`src/rtl/hmap_pkg.sv`:
```
// Shared types for the hmap_pipe arithmetic pipeline.
package hmap_pkg;

  localparam int unsigned MODE_W = 2;

  typedef enum logic [MODE_W-1:0] {
    PASS = 2'b00,
    WRAP = 2'b01,
    SAT  = 2'b10,
    ACC  = 2'b11
  } hmap_mode_e;

endpackage

```
`src/rtl/hmap_delay.sv`:
```
// Valid-tagged shift register of N stages with clock enable and async active-low reset.
module hmap_delay
  import hmap_pkg::*;
#(
  parameter int unsigned W = 8,
  parameter int unsigned N = 1
) (
  input  logic         clk,
  input  logic         rst_n,
  input  logic         en,
  input  logic [W-1:0] d,
  input  logic         d_vld,
  output logic [W-1:0] q,
  output logic         q_vld
);

  logic [W-1:0] data  [N];
  logic [N-1:0] valid;

  // Each enabled edge moves every stage forward by one; a stall freezes the whole line.
  always_ff @(posedge clk or negedge rst_n) begin
    if (!rst_n) begin
      for (int i = 0; i < int'(N); i++) begin
        data[i] <= '0;
      end
      valid <= '0;
    end else if (en) begin
      data[0]  <= d;
      valid[0] <= d_vld;
      for (int i = 1; i < int'(N); i++) begin
        data[i]  <= data[i-1];
        valid[i] <= valid[i-1];
      end
    end
  end

  assign q     = data[N-1];
  assign q_vld = valid[N-1];

endmodule

```
`src/rtl/hmap_pipe.sv`:
```
// Mode-selectable stage-0 arithmetic with sticky overflow, followed by a valid-tagged delay line.
module hmap_pipe
  import hmap_pkg::*;
#(
  parameter int unsigned W     = 8,
  parameter int unsigned DEPTH = 2
) (
  input  logic              clk,
  input  logic              rst,
  input  logic              en,
  input  logic              in_vld,
  input  logic [MODE_W-1:0] opt,
  input  logic [W-1:0]      a,
  input  logic [W-1:0]      b,
  input  logic              clr_ovf,
  output logic [W-1:0]      x,
  output logic              x_vld,
  output logic [W-1:0]      y,
  output logic              y_vld,
  output logic              ovf
);

  hmap_mode_e mode;
  logic       accept;
  logic [W:0] sum_ab;
  logic [W:0] sum_acc;
  logic [W-1:0] s0_next;
  logic       carry;

  assign mode   = hmap_mode_e'(opt);
  assign accept = en && in_vld;

  // Stage-0 next value and carry; ACC folds in whatever x currently holds.
  always_comb begin
    s0_next = x;
    carry   = 1'b0;
    sum_ab  = {1'b0, a} + {1'b0, b};
    sum_acc = {1'b0, x} + {1'b0, a};
    case (mode)
      PASS: s0_next = a;
      WRAP: begin
        s0_next = sum_ab[W-1:0];
        carry   = sum_ab[W];
      end
      SAT: begin
        s0_next = sum_ab[W] ? {W{1'b1}} : sum_ab[W-1:0];
        carry   = sum_ab[W];
      end
      ACC: begin
        s0_next = sum_acc[W-1:0];
        carry   = sum_acc[W];
      end
    endcase
  end

  always_ff @(posedge clk or negedge rst) begin
    if (!rst) begin
      x     <= '0;
      x_vld <= 1'b0;
    end else if (en) begin
      x_vld <= in_vld;
      if (in_vld) begin
        x <= s0_next;
      end
    end
  end

  // Sticky flag: an overflowing accept beats a simultaneous clear; clear ignores en.
  always_ff @(posedge clk or negedge rst) begin
    if (!rst) begin
      ovf <= 1'b0;
    end else if (accept && carry) begin
      ovf <= 1'b1;
    end else if (clr_ovf) begin
      ovf <= 1'b0;
    end
  end

  generate
    if (DEPTH > 1) begin : g_delay
      hmap_delay #(
        .W(W),
        .N(DEPTH - 1)
      ) u_delay (
        .clk   (clk),
        .rst_n (rst),
        .en    (en),
        .d     (x),
        .d_vld (x_vld),
        .q     (y),
        .q_vld (y_vld)
      );
    end else begin : g_bypass
      assign y     = x;
      assign y_vld = x_vld;
    end
  endgenerate

endmodule

```
`config.mk`:
```
export PLATFORM = sky130hd
export DESIGN_NAME = hmap_pipe
export DESIGN_NICKNAME = d
export VERILOG_FILES = /design/src/rtl/hmap_pkg.sv /design/src/rtl/hmap_delay.sv /design/src/rtl/hmap_pipe.sv
export SDC_FILE = /design/constraint.sdc
export NUM_CORES = 1
export LEC_CHECK = 0
export BUFFER_PORTS_ARGS = -buffer_cell sky130_fd_sc_hd__buf_4
export CORE_MARGIN = 3
export CORE_UTILIZATION = 50
export CTS_CLUSTER_DIAMETER = 50
export CTS_CLUSTER_SIZE = 20
export DETAILED_ROUTE_END_ITERATION = 8
export PLACE_DENSITY = 0.76
export SYNTH_ARGS = -nofsm -noshare
export SYNTH_HDL_FRONTEND = slang
export SYNTH_SLANG_ARGS = --single-unit
```
`constraint.sdc`:
```
create_clock -name clk -period 5.5 [get_ports clk]
set_input_delay 0.275 -clock clk [delete_from_list [all_inputs] [get_ports clk]]
set_output_delay 0.275 -clock clk [all_outputs]
set_load 0.02 [all_outputs]
```
* After elaboration in Yosys (flattened, before gate mapping)
Index checks and enable logic that the tools add are counted.
** Operators by class
- Add/subtract/negate cells :: 2
- Eq/ne operators :: 3
- Multiplexer cells :: 5
- Reductions and logical operators :: 6
** Operator list (number)
- one-hot mux 8 bit (4 select lines) :: 1
- adder 8 x 8 -> 9 bit :: 2
- 2-to-1 mux 8 bit :: 1
- equality test 2 bit, second input constant :: 2
- equality test 2 x 1 -> 1 bit, second input constant :: 1
- logical AND 1 bit :: 2
- logical NOT 2 bit :: 1
- 2-to-1 mux 1 bit :: 2
- one-hot mux 1 bit (2 select lines) :: 1
- AND reduction 2 bit :: 1
- nonzero test 2 bit :: 1
- OR reduction 2 bit :: 1
** Word-level totals
- Bits in registers :: 19
- Output and inout bits :: 19

* Depth between registers and ports, before layout
- Word-level depth :: 5
- Mapped depth :: 8
- Mapped depth without buffers :: 8

* Modules after synthesis
From an unflattened synthesis, not the netlist that was laid out.
** Second synthesis, totals
- Cells, all modules :: 158
- Area total of the unflattened synthesis :: 1684.1 sq um
** By module, submodules not included
- hmap_pipe :: instances 1, cells each 139, area an instance 1312.5 sq um, sequential area each 250.2 sq um
- hmap_delay :: instances 1, cells each 19, area an instance 371.6 sq um, sequential area each 225.2 sq um

* Worst setup path after synthesis
OpenSTA, ideal clock, no wires.
- Path type :: reg2reg
- Start point :: reg x[0]
- End point :: reg x[6]
- Library setup time :: 134 ps
- Arrival time :: 2007 ps
- Path slack :: 3359 ps
- Stages on the path, launching flop included :: 9
- Buffers on the path :: 0
- Cells stage by stage :: dfrtp_1 > ha_1 > inv_1 > fa_1 > nand2b_1 > a21oi_1 > mux2i_1 > a2111oi_0 > a21oi_1
** On the way
- Word-level cells in the longest chain between the ends :: 2
** RTL lines
- start: declaration :: line hmap_pipe.sv:16 : output logic [W-1:0] x,
- start signal: assignment :: line hmap_pipe.sv:63 : x <= s0_next;
- adder 8 x 8 -> 9 bit :: line hmap_pipe.sv:38 : sum_acc = {1'b0, x} + {1'b0, a};
- one-hot mux 8 bit (4 select lines) :: line hmap_pipe.sv:39 : case (mode)
Every way passes these cells.
A chain may end at the register's enable or synchronous reset.

* Worst setup path after layout
Ends and elaborated chain as after synthesis.

==> metrics.txt <==
setup_tns 0 ps; CTS root buf clkbuf_4; Startpoint Class flop; critical path data required time 5680 ps; DR vias/cell 6.14; layout cells sized above 1 27.8%; Num Clock Sinks 19; Vias 1,663; IO Port Bufs 41; total track usage 22.9%; headroom to the max-slew limit 62.1%; Inserted Diodes 0; first-pass GRT wire length around 7600 µm; RSZ-0062 raised after global routing no; register area share after synthesis a little over a quarter; CP cell instances ha_1 -> inv_1 -> fa_1 -> nand2b_1 -> a21oi_1 -> mux2i_1 -> a2111oi_0 -> a21oi_1; grt ovf 0; Crit Path Max Fanout 4; CTS H-tree depth 1; Std-Cell Rows 20; Final Hold Fails 0; Clock Latency Late Sink 300 ps; CTS tree done; number of max-cap violations 0; measured slew at the worst slew-check pin approximately 570 ps; commonest non-fill, non-tap cell in the layout buf_4; Slowest Stage Delay on Critical Path 440 ps; largest net degree at the start of global routing 20; commonest cells after routing, fill and taps aside buf_4, ha_1, dfrtp_1; Ports 42; die area 4230 µm²; final setup vio count 0; hpwl dp roughly 3700 µm; WL final between 4000 and 5000 µm; CTS resizes 0; crit path time final 2200 ps; Syn Nets 231; Fillers 263; Power per Cell Area 271 nW/µm²; router iterations before antenna repair 4; warnings from Yosys 0; fraction of registers with async set/reset 100%; status complete, no violations; Final Core Density 66.7%; Die Y 65 µm; GP Congestion around 0.9; Post-synth EDFFs 0; die width 65 µm; DRT antenna net count 0; maximum vdd drop 0.165 mV; R2R setup slack 3300 ps; Avg Inst Size Synth 9.36 µm²; Initial DRC Count 76; Tcrit/Tclk final 40.0%; Starting Density 54.8%; core area 3180 µm²; Power Total 0.000574 W; Mapped Cells 186; Post-CTS Setup Repair Bufs 0; Area Growth Syn to Fin 21.9%; Static Leak 0.944 nW; skew final 8.09 ps; Critical Path End Type flop; FF+latch count, synth 19; vias in the first global route 1,598; wire per inst 16.9 µm; antenna violations before repair 0; Max Slew Vio Count 0; Max Freq 454 MHz; Post-synth top flop dfrtp_1; Crit path arrival time between 2000 and 2500 ps; CTS clk-pin slew, worst paths 110 ps; Remaining DRCs 0; crit path kind flop to flop; post-synth design cell area 1740 µm²; Final nets 273; Hold Path Class primary input to flop; Max Root-Sink Buffers 2; TritonCTS Buffers 3; Yosys cell types between 40 and 50; slowest cell on the critical path a2111oi_0; CP most frequent cell a21oi_1
[stage by stage]
stage          cell area, µm²  hold slack, ps  instances  setup slack [ps]
2_1_floorplan            1740           -20.6        186              3360
3_3_place_gp             2080             160        266              3260
3_5_place_dp             2080             162        266              3190
4_1_cts                  2120             285        271              3300
5_1_grt                  2120             292        271              3120
6_report                 2120             288        271              3300
[report_power, final]
part           total [W]  switching (W)  internal [W]
registers       0.000193      0.0000234      0.000169
logic           0.000311       0.000170      0.000141
clock network  0.0000703      0.0000421     0.0000283
total           0.000574       0.000235      0.000339
[cells by family (layout without fill, tap and decap cells)]
| family | Yosys count | in the layout | synth area share, % |
|---|---|---|---|
| AOI/OAI and AO/OA | 59 | 59 | 24.7 |
| xor gates and xnor gates | 8 | 8 | 4.03 |
| adders and majority gates | 22 | 22 | 16.7 |
| buffers and inverters | 13 | 54 | 2.80 |
| DFF | 19 | 19 | 27.3 |
| muxes | 11 | 11 | 6.97 |
| and+or+nand+nor | 54 | 54 | 17.5 |
[cell type report]
| type | count | area [µm²] | share of cell area (%) |
|---|---|---|---|
| timing repair buffer | 42 | 318 | 15.0 |
| tap | 44 | 55.1 | 2.60 |
| inverter | 8 | 30.0 | 1.42 |
| clock buffer | 4 | 26.3 | 1.24 |
| sequential | 19 | 475 | 22.4 |
| multi-input combinational | 154 | 1220 | 57.3 |
[cell usage after synthesis (all sizes together), types with 2 or more instances]
master / number / share of area (%)
or3: 4 / 1.4
inv: 8 / 1.7
nor3b: 3 / 1.6
nand3b: 3 / 1.3
clkbuf: 5 / 1.1
a21oi: 8 / 2.3
nor2b: 2 / 0.72
nand2: 10 / 2.2
o22ai: 6 / 2.2
mux2: 9 / 5.8
a2111oi: 4 / 3.5
or2: 2 / 0.72
mux2i: 2 / 1.2
ha: 20 / 14
nor2: 15 / 3.2
a211oi: 5 / 2.7
fa: 2 / 2.3
a31oi: 3 / 1.1
nor3: 3 / 0.86
and2: 2 / 0.72
xor2: 5 / 2.5
o21ai: 18 / 5.2
o21a: 4 / 1.7
dfrtp: 19 / 27
a221oi: 2 / 1.0
o211ai: 2 / 0.86
nand2b: 4 / 1.4
xnor2: 3 / 1.5
[worst max-delay path: cells and delay by family (launching register included)]
family / cells / cell delay (ps)
AO/OA/AOI/OAI: 3 / 770
multiplexers: 1 / 110
flip-flops: 1 / 390
AND/OR/NAND/NOR: 1 / 180
adder cells (fa/ha/maj): 2 / 580
buffers and inverters: 1 / 60
[sequential cells by signal (all words and copies together), names as in the netlist]
| signal | flops |
|---|---|
| x | 8 |
| ovf | 1 |
| g_delay.u_delay.q | 8 |
| g_delay.u_delay.q_vld | 1 |
| x_vld | 1 |
[path summary, 6_finish.rpt]
check | start | end | cells after the start
min reg2reg | g_delay.u_delay.q[4] | g_delay.u_delay.q[4] | 1
max reg2reg | x[0] | x[6] | 8
min | en | x_vld | 2
max | x[0] | x[6] | 8
max in group asynchronous | rst | x[4] | 2
min in group asynchronous | rst | x_vld | 2
[routing by layer]
| layer | track usage (%) | vias to the layer above | share of wire [%] |
|---|---|---|---|
| met2 | 39.8 | 75 | 49 |
| met5 | 0 | - | 0 |
| met3 | 4.33 | 17 | 6.6 |
| li1 | - | 780 | - |
| met1 | 28.7 | 791 | 42 |
| met4 | 6.60 | 0 | 2.8 |
[repair_timing]
action / in CTS / in global routing
hold buffers: 1 / 0
endpoints found under the hold margin: 19 / 0
setup endpoints to repair: 0 / 0
(Power assumes the default switching activity.)
